[src/rtl/control_filter.sv]
// control_filter: sequencer for the one-pole low-pass filter datapath.
// Divides clk into a sample tick, clears filter history on note start or
// mode change, issues one update per tick and offers each filtered sample
// downstream through a valid/ready handshake.
// Optional build macro: FILTER_CTRL_OVERRUN_CNT_EN (saturating dropped-sample
// counter on overrun_count; tied to zero when undefined).
//
// state    | meaning
// ---------+------------------------------------------------------------
// S_INIT   | post-reset, outputs idle, go clear the datapath
// S_CLEAR  | en=1 s=0: zero datapath history, apply requested filter mode
// S_IDLE   | waiting for a sample tick or a pending clear
// S_UPDATE | en=1 s=1: one filter update for the current tick
// S_VALID  | sample_valid=1, holding the sample until sample_ready
module control_filter #(
  parameter int CLK_DIV = 1042,
  parameter int CNT_W   = 16
) (
  input  logic        clk,
  input  logic        reset,
  input  logic        note_start,
  input  logic        filter_choice_req,
  input  logic        sample_ready,
  output logic        en_filter,
  output logic        s_filter,
  output logic        filter_choice,
  output logic        sample_valid,
  output logic [15:0] overrun_count
);

  typedef enum logic [2:0] {
    S_INIT   = 3'd0,
    S_CLEAR  = 3'd1,
    S_IDLE   = 3'd2,
    S_UPDATE = 3'd3,
    S_VALID  = 3'd4
  } state_t;

  localparam logic [CNT_W-1:0] CNT_LAST = CNT_W'(CLK_DIV - 1);

  state_t           state;
  state_t           state_nxt;
  logic [CNT_W-1:0] cnt;
  logic             tick;
  logic             clear_pend;

  // Free-running sample divider; the FSM never restarts it.
  always_ff @(posedge clk or posedge reset) begin
    if (reset) begin
      cnt <= '0;
    end else if (cnt == CNT_LAST) begin
      cnt <= '0;
    end else begin
      cnt <= cnt + CNT_W'(1);
    end
  end

  assign tick = (cnt == CNT_LAST);

  // State register.
  always_ff @(posedge clk or posedge reset) begin
    if (reset) begin
      state <= S_INIT;
    end else begin
      state <= state_nxt;
    end
  end

  // Next-state logic and Moore output decode.
  always_comb begin
    state_nxt    = S_INIT;
    en_filter    = 1'b0;
    s_filter     = 1'b0;
    sample_valid = 1'b0;
    case (state)
      S_INIT: begin
        state_nxt = S_CLEAR;
      end
      S_CLEAR: begin
        en_filter = 1'b1;
        state_nxt = S_IDLE;
      end
      S_IDLE: begin
        // A clear wins over a coincident tick; that tick is simply skipped.
        if (clear_pend || note_start) begin
          state_nxt = S_CLEAR;
        end else if (tick) begin
          state_nxt = S_UPDATE;
        end else begin
          state_nxt = S_IDLE;
        end
      end
      S_UPDATE: begin
        en_filter = 1'b1;
        s_filter  = 1'b1;
        state_nxt = S_VALID;
      end
      S_VALID: begin
        sample_valid = 1'b1;
        if (sample_ready) begin
          if (clear_pend) begin
            state_nxt = S_CLEAR;
          end else if (tick) begin
            state_nxt = S_UPDATE;
          end else begin
            state_nxt = S_IDLE;
          end
        end else begin
          // Not accepted: hold the old sample, any tick here is dropped.
          state_nxt = S_VALID;
        end
      end
      default: begin
        state_nxt = S_INIT;
      end
    endcase
  end

  // Pending-clear flag: remembers a note start or a mode mismatch until the
  // FSM can actually reach S_CLEAR (possibly after a handshake completes).
  always_ff @(posedge clk or posedge reset) begin
    if (reset) begin
      clear_pend <= 1'b0;
    end else if (state_nxt == S_CLEAR) begin
      clear_pend <= 1'b0;
    end else if (note_start || (filter_choice_req != filter_choice)) begin
      clear_pend <= 1'b1;
    end
  end

  // Applied mode is loaded on entry to S_CLEAR so the datapath clears with
  // the new mode already selected.
  always_ff @(posedge clk or posedge reset) begin
    if (reset) begin
      filter_choice <= 1'b1;
    end else if (state_nxt == S_CLEAR) begin
      filter_choice <= filter_choice_req;
    end
  end

`ifdef FILTER_CTRL_OVERRUN_CNT_EN
  logic overrun;

  // Overrun: a tick arrives while the previous sample is still unaccepted.
  always_comb begin
    overrun = (state == S_VALID) && !sample_ready && tick;
  end

  // Saturating dropped-sample counter, cleared only by reset.
  always_ff @(posedge clk or posedge reset) begin
    if (reset) begin
      overrun_count <= 16'd0;
    end else if (overrun && (overrun_count != 16'hFFFF)) begin
      overrun_count <= overrun_count + 16'd1;
    end
  end
`else
  assign overrun_count = 16'd0;
`endif

endmodule

[config.mk]
export PLATFORM = sky130hd
export DESIGN_NAME = control_filter
export DESIGN_NICKNAME = d
export VERILOG_FILES = /design/src/rtl/control_filter.sv
export SDC_FILE = /design/constraint.sdc
export NUM_CORES = 1
export LEC_CHECK = 0
export BUFFER_PORTS_ARGS = -buffer_cell sky130_fd_sc_hd__buf_2
export CAP_MARGIN = 20
export CORE_UTILIZATION = 48
export CTS_CLUSTER_DIAMETER = 30
export DETAILED_ROUTE_END_ITERATION = 6
export PLACE_DENSITY = 0.74
export SLEW_MARGIN = 15
export SYNTH_ARGS = -nofsm -noshare
export SYNTH_HDL_FRONTEND = slang
export SYNTH_SLANG_ARGS = --single-unit
export TNS_END_PERCENT = 50
[constraint.sdc]
create_clock -name clk -period 1.6 [get_ports clk]
set_clock_uncertainty 0.05 [all_clocks]
set_input_delay 0.08 -clock clk [delete_from_list [all_inputs] [get_ports clk]]
set_output_delay 0.08 -clock clk [all_outputs]
set_load 0.1 [all_outputs]
# After elaboration in Yosys (flattened, before gate mapping)
# Cells that the tools add are included.
[totals]
register_bits = 21
elab_cells = 28
input_bits = 5
[op_classes]
addsub = 1
n_eq_ne = 7
muxes = 11
reduce_logical = 5
[ops]
columns = ["op", "count"]
rows = [
  ["16-bit by 1-bit adder with 16-bit output (second input constant)", 1],
  ["16-bit by 11-bit == test with 1-bit output (second input constant)", 1],
  ["16-bit 2-to-1 mux", 1],
  ["3-bit case mux with 5 select lines", 1],
  ["3-bit by 1-bit == test with 1-bit output (second input constant)", 2],
  ["3-bit by 2-bit == test with 1-bit output (second input constant)", 2],
  ["1-bit 2-to-1 mux", 6],
  ["3-bit 2-to-1 mux", 2],
  ["3-bit == test (second input constant)", 1],
  ["3-bit logical NOT", 1],
  ["1-bit logical OR", 2],
  ["2-bit 2-to-1 mux", 1],
  ["2-bit nonzero test", 1],
  ["2-bit OR reduction", 1],
  ["1-bit inequality test", 1],
]

# Depth between registers and ports, before layout
# Gate-level depths: netlist (run 1).
[logic_depth]
depth_word = 7
mapped_depth = 7
depth_no_buf = 7

# Worst setup path before layout (run 1)
# No wires, ideal clock.
[synth_path]
path_type = "register to output"
from = "register state[2]"
to = "output port sample_valid"
path_stages_with_launch = 3
t_arrival_ns = 2.509
path_buffers = 0
slack_ns = -1.039
path_cell_list = "dfrtp_1 inv_1 nor3_1"
[synth_via]
elab_chain_len = 2
[synth_lines]
columns = ["item", "line_no", "source"]
rows = [
  ["from (decl)", "41", "state_t state;"],
  ["from (signal assigned)", "65", "state <= state_nxt;"],
  ["3-bit == test", "75", "case (state)"],
  ["1-bit 2-to-1 mux", "75", ""],
  ["to (decl)", "27", "output logic sample_valid,"],
]
# No other way between the ends.

# Worst setup path in the final report (run 1)
[layout_path]
from = "register cnt[1]"
to = "register filter_choice"
[layout_via]
elab_chain_len = 6
[layout_lines]
columns = ["item", "line_no", "source"]
rows = [
  ["from (decl)", "43", "logic [CNT_W-1:0] cnt;"],
  ["from (signal assigned)", "54", "cnt <= cnt + CNT_W'(1);"],
  ["16-bit by 11-bit == test with 1-bit output *", "58", "assign tick = (cnt == CNT_LAST);"],
  ["1-bit 2-to-1 mux *", "87, 103", ""],
  ["3-bit 2-to-1 mux", "101", "if (clear_pend) begin"],
  ["3-bit 2-to-1 mux", "100", "if (sample_ready) begin"],
  ["3-bit case mux with 5 select lines *", "75", ""],
  ["net state_nxt[0]", "42", "state_t state_nxt;"],
  ["3-bit by 1-bit == test with 1-bit output *", "136", "end else if (state_nxt == S_CLEAR) begin"],
  ["to (signal assigned)", "137", "filter_choice <= filter_choice_req;"],
  ["to (decl)", "26", "output logic filter_choice,"],
]
# The timed path passes the listed nets; every way through them passes the cells marked *.
# A chain may end at the register's enable or synchronous reset.

==> impl_results.md, run 1 <==
* TritonCTS buffer count at 3
* Clk_lat worst skew at 0.30 ns
* Switching pwr at 933 uW
* DP Area at 1380 um^2
* Max-Cap Viols at 0
* Longest Clk Path Bufs at 2
* Syn avg cell area at 10.5 um^2
* # diodes at 0
* CP cell instances: inv_1, ha_1, and4bb_2, a41oi_2, o22ai_2, nand3_2, mux2_4
* Leak pwr at 0.705 nW
* Comb pwr share at 53.4%
* Final setup violation count at 1
* IO Count at 25
* PwrDens at 1320 nW/um^2
* Total Routing Usage GR at 19.1%
* Status: finished with violations
* Place WS at -0.0947 ns
* Via count at 876
* CP max-delay cell: dfrtp_1
* Ranking of synthesized cells by area: dfrtp_1 43%, buf_4 10%, xnor2_1 7.5%
* Total congestion overflow at 0
* Post-DP HPWL at 1520 um
* DRT antenna net count at 0
* Worst min-delay path class: input port to register
* Row cnt at 17
* Reg clk slew, reported paths at 0.11 ns
* Final critical-path share of the clock period at 106%
* Synth area leader: dfrtp_1
* FMAX at 592 MHz
* Critical path launch point type: register
* Final nets at 157
* Synth-to-layout area growth at 26.1%
* Reg2Reg Depth at 7
* Total Die Area at 2640 um^2
* Crit-path max FO at 3
* Sw Share at 47.7%
* Ys async rst share at 100%
* Seq cells post-synth at 21
* Setup crit start: cnt[1]
* Die width at 51.4 um
* CTS Sinks at 21
* Worst path required time at 1.79 ns
* Max Slew Vio Count at 0
* FF-to-FF setup slack at -0.09 ns
* Ys Warns at 0
* Mapped Area at 1170 um^2
* Via/cell ratio at 4.95
* Synth top cells by count: 20 x dfrtp_1, 16 x buf_4, 10 x xnor2_1
* CTS tree: yes
* Vias in the first global route at 878
* Peak VDD IR at 1.48 mV
* Avg WL per Cell at 11.4 um
* Crit path kind: register to register
* Core Region at 2250 um^2
* Internal power at 1.02 mW
* Htree depth at 1
* Critical Path Sink: filter_choice
* Failing checks: negative setup slack
* Capture point of the worst reg-to-reg path: filter_choice
* Crit path setup slack, layout at -0.0906 ns
* Post-synth top area share at 42.7%
* Seq pwr share at 33.8%
* WP data arrival at 1.88 ns
* Crit end category: register
* Sequential area share after synthesis at 44.9%
* Fin area at 1480 um^2
* Gpl congestion at 0.838
* Drt first-iter violations at 15
* Number of synthesized flops with an enable pin at 0
* Clock share of power at 12.8%
* Global-route wire length before repair at 3700 um
* Initial antenna violation count at 0
* Crit path time final at 1.69 ns
* Pre-antenna DRT Iters at 4
* IO buf count at 8
* Post-Synthesis Cells at 112
* Final Util at 65.6%
* Root Driver: clkbuf_4
* Drt total wl at 2020 um
* Worst path max stage delay at 0.40 ns
* Crit Reg-Reg Startpoint: cnt[1]
* Initial core utilization at 52.0%
* RSZ-0062 raised after global routing: true
* Layout cells sized above 1 at 37.6%
* Largest net degree at the start of global routing at 22
* Most common cell in the netlist: dfrtp_1
* Hold Vio Cnt, Final at 0
* Hold Slack at 0.0787 ns
* Netlist cell types at 36
* Total power at 1.96 mW
* Drc violations at 0
* Chip height at 51.4 um
* Post-synth top flop: dfrtp_1
[power groups by stage]
stage	clock network [mW]	logic [mW]	registers, mW
floorplan	0	0.709	0.775
global placement	0	1.01	0.666
CTS	0.260	1.03	0.659
finish	0.250	1.05	0.661
global route	0.282	1.11	0.668
detailed placement	0	1.02	0.669
[per-stage QoR]
step	TNS (ns)	cells
final	-0.0906	177
after global routing	-0.256	177
after CTS	-0.0908	177
after detailed placement	-0.0947	170
after global placement	-0.0400	170
after floorplan	-0.322	127
[registers in the layout, summed over array words and instances, names as in the netlist]
name           flops
filter_choice      1
clear_pend         1
state              3
cnt               16
[critical path, delay by kind of cell, from the launching register on]
family / cells / cell delay [ns]
flip-flops: 1 / 0.40
AND/OR/NAND/NOR: 2 / 0.37
AO/OA/AOI/OAI: 2 / 0.33
multiplexers: 1 / 0.31
adder cells (fa/ha/maj): 1 / 0.12
buffers and inverters: 1 / 0.06
[cell type report]
type / instances / area [um^2]
fillers: 174 / 776
multi-input cells: 84 / 607
flip-flops and latches: 21 / 527
repair buffers: 34 / 258
well taps: 28 / 35.0
inverters: 6 / 25.0
clock buffers: 3 / 22.5
clock inverters: 1 / 5.00
[logic make-up (layout without fill, tap and decap cells)]
kind of cell | after synthesis | in the layout | synth area share (%)
flops | 21 | 21 | 44.9
xor+xnor | 14 | 14 | 10.5
fa+ha+maj | 2 | 2 | 2.13
simple gates | 41 | 41 | 22.4
other cells | 1 | 16 | 0.320
mux | 1 | 1 | 1.28
compound gates | 10 | 10 | 6.30
buf+inv | 22 | 44 | 12.2
[metal layers]
| layer | global-route usage [%] | routed length, um | up-vias |
|---|---|---|---|
| li1 | - | - | 426 |
| met1 | 24.2 | 889 | 422 |
| met2 | 31.8 | 1020 | 22 |
| met3 | 3.87 | 69 | 6 |
| met4 | 7.21 | 47 | 0 |
| met5 | 0 | 0 | - |
[cells in the final DEF, fill, tap and decap left out, types with 2 or more instances in the layout]
master | Yosys | routed
nor2_1 | 9 | 9
inv_1 | 6 | 5
conb_1 | 1 | 16
clkbuf_4 | 0 | 4
xnor2_1 | 10 | 10
and3_1 | 3 | 2
dfrtp_1 | 20 | 20
dlygate4sd3_1 | 0 | 2
and3_4 | 0 | 2
nand2_1 | 6 | 6
buf_4 | 16 | 24
nand3_1 | 7 | 5
o21ai_0 | 2 | 2
xor2_1 | 4 | 4
buf_2 | 0 | 6
nand3_2 | 1 | 3
[what timing repair did]
item / CTS / global route
gates cloned: 0 / 0
setup buffers: 1 / 0
pin swaps: 1 / 0
hold buffers: 2 / 0
endpoints found under the hold margin: 22 / 0
endpoints found under the setup margin: 2 / 10
gates resized for setup: 2 / 9
[worst min-delay path by stage]
stage                     slack (ns)  depth (start not counted)          to  startpoint
final                           0.08                          3  clear_pend  note_start
after global routing            0.10                          3  clear_pend  note_start
after CTS                       0.08                          3  clear_pend  note_start
after detailed placement        0.07                          3     cnt[15]       reset
after global placement          0.07                          3     cnt[15]       reset
after floorplan                0.006                          1  clear_pend       reset
(Power assumes the default switching activity.)
==> run 2: changes to the inputs <==
--- a/config.mk
+++ b/config.mk
@@ -7,10 +7,11 @@
 export LEC_CHECK = 0
 export BUFFER_PORTS_ARGS = -buffer_cell sky130_fd_sc_hd__buf_2
 export CAP_MARGIN = 20
-export CORE_UTILIZATION = 48
+export CORE_UTILIZATION = 57
 export CTS_CLUSTER_DIAMETER = 30
 export DETAILED_ROUTE_END_ITERATION = 6
-export PLACE_DENSITY = 0.74
+export MAX_ROUTING_LAYER = met4
+export PLACE_DENSITY = 0.83
 export SLEW_MARGIN = 15
 export SYNTH_ARGS = -nofsm -noshare
 export SYNTH_HDL_FRONTEND = slang
==> constraint.sdc (replaced) <==
create_clock -name clk -period 2.1 [get_ports clk]
set_clock_uncertainty 0.05 [all_clocks]
set_input_delay 0.105 -clock clk [delete_from_list [all_inputs] [get_ports clk]]
set_output_delay 0.105 -clock clk [all_outputs]
set_load 0.1 [all_outputs]
==> run 2 against run 1 <==
Compared with the run above: the run now ends clean; wire length down 2.7%; sequential share of layout area up 7.4 points; cell count down 15%; design area down 17%; global-route usage up 1.9 points; combinational power down 37%; sequential power down 21%; clock power down 23%; critical endpoint unchanged; largest power group unchanged; highest routed layer unchanged.
==> impl_results.md, run 2 (same netlist as run 1, synthesis figures left out) <==
* Core Region at 1940 um^2 (was 2250 um^2)
* Drt first-iter violations at 13 (was 15)
* Worst-Margin Slew at 0.773 ns
* Htree depth at 1 (unchanged)
* Fin area at 1220 um^2 (was 1480 um^2)
* Crit end category: register (unchanged)
* Total congestion overflow at 0 (unchanged)
* Hold Path Stages at 2 (was 3)
* WP data arrival at 2.01 ns (was 1.88 ns)
* Die width at 47.4 um (was 51.4 um)
* Vias in the first global route at 745 (was 878)
* Crit path time final at 1.83 ns (was 1.69 ns)
* Initial core utilization at 60.4% (was 52.0%)
* Avg WL per Cell at 13.0 um (was 11.4 um)
* Max reg flops at 16 (unchanged)
* Commonest non-fill, non-tap cells in the layout: 20 x dfrtp_1, 16 x conb_1, 10 x xnor2_1 (was 24 x buf_4, 20 x dfrtp_1, 16 x conb_1)
* DP Area at 1190 um^2 (was 1380 um^2)
* Total Routing Usage GR at 21.0% (was 19.1%)
* Final critical-path share of the clock period at 87.1% (was 106%)
* Initial antenna violation count at 0 (unchanged)
* Crit path kind: register to register (unchanged)
* Max-Cap Viols at 0 (unchanged)
* Chip height at 47.4 um (was 51.4 um)
* Drc violations at 0 (unchanged)
* Total power at 1.38 mW (was 1.96 mW)
* Post-DP HPWL at 1520 um (about the same)
* Top reg by flops: cnt (unchanged)
* Pre-antenna DRT Iters at 4 (unchanged)
* Setup_tns at 0 ns (was -0.0906 ns)
* Leak pwr at 0.573 nW (was 0.705 nW)
* Crit-path max FO at 5 (was 3)
* Status: finished, final reports clean (was finished with violations)
* Row cnt at 16 (was 17)
* Layout cells sized above 1 at 18.5% (was 37.6%)
* FMAX at 547 MHz (was 592 MHz)
* Largest regs: cnt (16), state (3) (unchanged)
* Rel. slew slack at 48.4%
* # diodes at 0 (unchanged)
* Global-route wire length before repair at 3120 um (was 3700 um)
* IO buf count at 8 (unchanged)
* Reg2Reg Depth at 7 (unchanged)
* Worst min-delay path class: input port to register (unchanged)
* Critical path launch point type: register (unchanged)
* Worst path required time at 2.29 ns (was 1.79 ns)
* RSZ-0062 raised after global routing: false (was true)
* Hold Vio Cnt, Final at 0 (unchanged)
* Max Slew Vio Count at 0 (unchanged)
* Root Driver: clkbuf_4 (unchanged)
* PwrDens at 1130 nW/um^2 (was 1320 nW/um^2)
* Final setup violation count at 0 (was 1)
* Final Util at 63.0% (was 65.6%)
* Commonest non-fill, non-tap cell in the layout: dfrtp_1 (was buf_4)
* Via/cell ratio at 5.13 (was 4.95)
* Via count at 774 (was 876)
* Total Die Area at 2240 um^2 (was 2640 um^2)
* CTS tree: yes (unchanged)
* Largest net degree at the start of global routing at 22 (unchanged)
* Drt total wl at 1970 um (was 2020 um)
* DRT antenna net count at 0 (unchanged)
* TritonCTS buffer count at 3 (unchanged)
* Final nets at 132 (was 157)
* IO Count at 25 (unchanged)
* Clk_lat worst skew at 0.30 ns (about the same)
* Peak VDD IR at 1.16 mV (was 1.48 mV)
* Synth-to-layout area growth at 4.38% (was 26.1%)
* Gpl congestion at 0.780 (was 0.838)
* Reg clk slew, reported paths at 0.11 ns (about the same)
* Postcts setup bufs at 0 (was 1)
* Longest Clk Path Bufs at 2 (unchanged)
* CTS Sinks at 21 (unchanged)
[run 2: cell count changes in the layout (fill, tap and decap cells not counted), sizes merged]
cell | previous run | this run
dlygate4sd3 | 2 | 1
buf | 31 | 8
clkinv | 1 | 0
[run 2: worst max-delay path, cell delays in order, from the launching register on]
cell and delay, ns:
dfrtp_1 0.44, inv_1 0.08, ha_1 0.13, and4bb_2 0.25, a41oi_1 0.15, o22ai_2 0.24, nand3_2 0.11, mux2_4 0.31
[run 2: layer usage]
| metal | vias to the layer above | track usage, % | share of wire [%] |
|---|---|---|---|
| li1 | 369 | - | - |
| met1 | 391 | 23.3 | 42 |
| met3 | 4 | 2.31 | 1.6 |
| met5 | - | - | 0 |
| met2 | 10 | 36.4 | 55 |
| met4 | 0 | 10.9 | 1.9 |
[run 2: power by group]
part	leakage, nW	switching (mW)	total (mW)	internal (mW)
sequential	0.268	0.0620	0.522	0.460
combinational	0.290	0.518	0.664	0.146
clock	0.0150	0.118	0.192	0.0739
[run 2: worst paths after layout]
kind | start | to | slack [ns]
max | cnt[1] | filter_choice | 0.27
min reg2reg | cnt[15] | cnt[15] | 0.43
max reg2reg | cnt[1] | filter_choice | 0.27
max in group asynchronous | reset | clear_pend | 1.08
min | filter_choice_req | filter_choice | 0.01
min in group asynchronous | reset | cnt[10] | 0.44
[run 2: area by class of cell]
class | count | area [um^2]
well taps | 27 | 33.8
repair buffers | 9 | 50.0
fillers | 175 | 718
flip-flops and latches | 21 | 527
clock buffers | 4 | 26.3
multi-input cells | 84 | 564
inverters | 6 | 22.5
[run 2: what timing repair did]
| item | 4_1_cts | 5_1_grt |
|---|---|---|
| setup endpoints to repair | 0 | 0 |
| resized for setup | 0 | 0 |
| hold buffers | 1 | 0 |
| endpoints found under the hold margin | 20 | 0 |
[run 2: stage by stage]
step / setup slack, ns / hold slack [ns] / std cells
CTS: 0.290 / 0.00385 / 151
global placement: 0.422 / 0.229 / 146
floorplan: 0.0540 / 0.0308 / 127
detailed placement: 0.301 / 0.239 / 146
finish: 0.272 / 0.0144 / 151
global route: 0.217 / 0.00746 / 151
==> run 3: changes to the inputs <==
--- a/config.mk
+++ b/config.mk
@@ -7,11 +7,11 @@
 export LEC_CHECK = 0
 export BUFFER_PORTS_ARGS = -buffer_cell sky130_fd_sc_hd__buf_2
 export CAP_MARGIN = 20
-export CORE_UTILIZATION = 57
+export CORE_UTILIZATION = 53
 export CTS_CLUSTER_DIAMETER = 30
 export DETAILED_ROUTE_END_ITERATION = 6
 export MAX_ROUTING_LAYER = met4
-export PLACE_DENSITY = 0.83
+export PLACE_DENSITY = 0.78
 export SLEW_MARGIN = 15
 export SYNTH_ARGS = -nofsm -noshare
 export SYNTH_HDL_FRONTEND = slang
==> constraint.sdc (replaced) <==
create_clock -name clk -period 1.7 [get_ports clk]
set_clock_uncertainty 0.05 [all_clocks]
set_input_delay 0.085 -clock clk [delete_from_list [all_inputs] [get_ports clk]]
set_output_delay 0.085 -clock clk [all_outputs]
set_load 0.1 [all_outputs]
==> run 3 against run 2 <==
Compared with the run above: the flow now finishes with violations (negative setup slack); design area grew 8.6%; cell count increased by 6.6%; critical path depth down 2; critical path type unchanged; largest cell class unchanged; largest power group unchanged.
==> impl_results.md, run 3 (same netlist as run 1, synthesis figures left out) <==
* Status: finished with violations (was finished, final reports clean)
* Failing checks: negative setup slack
* Drt total wl at 2030 um (was 1970 um)
* Crit Reg-Reg Startpoint: cnt[3] (was cnt[1])
* Largest regs: cnt (16), state (3) (unchanged)
* Commonest non-fill, non-tap cells in the layout: 20 x dfrtp_1, 16 x conb_1, 10 x xnor2_1 (unchanged)
* Comb pwr share at 50.5% (was 48.2%)
* Drt first-iter violations at 16 (was 13)
* Crit end category: register (unchanged)
* Largest net degree at the start of global routing at 22 (unchanged)
* WP data arrival at 1.92 ns (was 2.01 ns)
* RSZ-0062 raised after global routing: true (was false)
* Total power at 1.75 mW (was 1.38 mW)
* Clk_lat worst skew at 0.31 ns (was 0.30 ns)
* Total Die Area at 2400 um^2 (was 2240 um^2)
* TritonCTS buffer count at 3 (unchanged)
* Max-Cap Viols at 0 (unchanged)
* Crit-path max FO at 4 (was 5)
* Final critical-path share of the clock period at 101% (was 87.1%)
* Reg2Reg Depth at 5 (was 7)
* CTS Sinks at 21 (unchanged)
* Post-DP HPWL at 1570 um (was 1520 um)
* Worst hold endpoint: clear_pend (was filter_choice)
* Postcts setup bufs at 0 (unchanged)
* PwrDens at 1320 nW/um^2 (was 1130 nW/um^2)
* Row cnt at 16 (unchanged)
* Final nets at 142 (was 132)
* FF-to-FF setup slack at -0.02 ns (was 0.27 ns)
* Root Driver: clkbuf_4 (unchanged)
* IO Count at 25 (unchanged)
* Vias in the first global route at 822 (was 745)
* CTS tree: yes (unchanged)
* Initial antenna violation count at 0 (unchanged)
* Layout cells sized above 1 at 28.4% (was 18.5%)
* Commonest non-fill, non-tap cell in the layout: dfrtp_1 (unchanged)
* Buf/Inv on CP at 0 (was 1)
* Via count at 830 (was 774)
* Hold Startpoint: note_start (was filter_choice_req)
* # diodes at 0 (unchanged)
* Avg WL per Cell at 12.6 um (was 13.0 um)
* Seq pwr share at 35.7% (was 37.9%)
* Global-route wire length before repair at 3550 um (was 3120 um)
* Die width at 49.0 um (was 47.4 um)
* Synth-to-layout area growth at 13.3% (was 4.38%)
* Core Region at 2020 um^2 (was 1940 um^2)
* Worst min-delay path class: input port to register (unchanged)
* Capture point of the worst reg-to-reg path: filter_choice (unchanged)
* Internal power at 878 uW (was 680 uW)
* CP cell instances: nor4_4, a41oi_2, o22ai_2, nand3_2, mux2_4 (was inv_1, ha_1, and4bb_2, a41oi_1, o22ai_2, nand3_2, mux2_4)
* Multi-input gate area at 588 um^2 (was 564 um^2)
* FMAX at 582 MHz (was 547 MHz)
* DRT antenna net count at 0 (unchanged)
* Drc violations at 0 (unchanged)
* Leak pwr at 0.627 nW (was 0.573 nW)
* Hold Path Stages at 3 (was 2)
* Sw Share at 49.8% (was 50.7%)
* Switching pwr at 873 uW (was 698 uW)
* Total Routing Usage GR at 20.6% (was 21.0%)
* Top reg by flops: cnt (unchanged)
* Final setup violation count at 1 (was 0)
* Clock share of power at 13.8% (was 13.9%)
* Crit path time final at 1.72 ns (was 1.83 ns)
* Longest Clk Path Bufs at 2 (unchanged)
* Worst path max stage delay at 0.45 ns (was 0.44 ns)
* Peak VDD IR at 1.24 mV (was 1.16 mV)
* CP max-delay cell: dfrtp_1 (unchanged)
* Crit path setup slack, layout at -0.0177 ns (was 0.272 ns)
* Initial core utilization at 58.0% (was 60.4%)
* Worst path required time at 1.91 ns (was 2.29 ns)
* Fillers at 167 (was 175)
* Place WS at -0.0465 ns (was 0.301 ns)
* Htree depth at 1 (unchanged)
* Max Slew Vio Count at 0 (unchanged)
* Gpl congestion at 0.913 (was 0.780)
* Via/cell ratio at 5.16 (was 5.13)
* Total congestion overflow at 0 (unchanged)
* Crit path kind: register to register (unchanged)
* Reg clk slew, reported paths at 0.12 ns (was 0.11 ns)
* Max reg flops at 16 (unchanged)
* CP delay by family, top: simple AND/OR/NAND/NOR gates (was flip-flops)
* Critical path launch point type: register (unchanged)
* Reg area at 527 um^2 (unchanged)
* Hold Vio Cnt, Final at 0 (unchanged)
* Pre-antenna DRT Iters at 4 (unchanged)
* Chip height at 49.0 um (was 47.4 um)
* IO buf count at 8 (unchanged)
-- run 3: final cells by class --
class / count / share of cell area (%)
tap: 27 / 2.54
clock inverter: 1 / 0.377
multi-input combinational: 84 / 44.3
inverter: 6 / 1.69
timing repair buffer: 19 / 9.79
clock buffer: 3 / 1.69
sequential: 21 / 39.6
-- run 3: layer usage --
layer / up-vias / track usage (%) / share of wire, %
met3: 5 / 6.85 / 4.0
met5: - / - / 0
met1: 409 / 22.0 / 41
li1: 391 / - / -
met4: 0 / 5.88 / 1.2
met2: 25 / 36.3 / 53
-- run 3: power by group through the flow --
| stage | registers (mW) | logic, mW | clock network (mW) |
|---|---|---|---|
| 3_3_place_gp | 0.627 | 0.848 | 0 |
| 5_1_grt | 0.631 | 0.930 | 0.268 |
| 2_1_floorplan | 0.730 | 0.668 | 0 |
| 4_1_cts | 0.623 | 0.882 | 0.247 |
| 3_5_place_dp | 0.631 | 0.872 | 0 |
| 6_report | 0.625 | 0.884 | 0.242 |
-- run 3: worst max-delay path by stage --
stage | from | end | slack [ns] | cells after the start
6_report | cnt[3] | filter_choice | -0.02 | 5
5_1_grt | cnt[1] | filter_choice | -0.12 | 7
2_1_floorplan | state[2] | sample_valid | -0.10 | 2
3_3_place_gp | cnt[1] | filter_choice | 0.04 | 7
3_5_place_dp | cnt[1] | filter_choice | -0.05 | 7
4_1_cts | cnt[1] | filter_choice | -0.03 | 7
-- run 3: worst reg2reg max path, cell delays in order (launching register included) --
cell and delay [ns]:
dfrtp_1 0.45, nor4_4 0.37, a41oi_2 0.18, o22ai_2 0.21, nand3_2 0.11, mux2_4 0.31
-- run 3: timing repair --
action | 4_1_cts | 5_1_grt
pin swaps | 3 | 0
endpoints found under the hold margin | 22 | 0
setup endpoints to repair | 1 | 4
hold buffers | 2 | 0
resized for setup | 2 | 2
-- run 3: per-stage QoR --
step                setup TNS (ns)  hold slack [ns]  area, um^2  utilization (%)  cells
floorplan                   -0.127           0.0108        1240                -    127
global placement                 0           0.0722        1260             62.3    155
detailed placement         -0.0465           0.0806        1260             62.3    155
CTS                        -0.0294           0.0692        1320             65.3    161
global route                -0.164           0.0682        1330             65.7    161
finish                     -0.0177           0.0768        1330             65.7    161
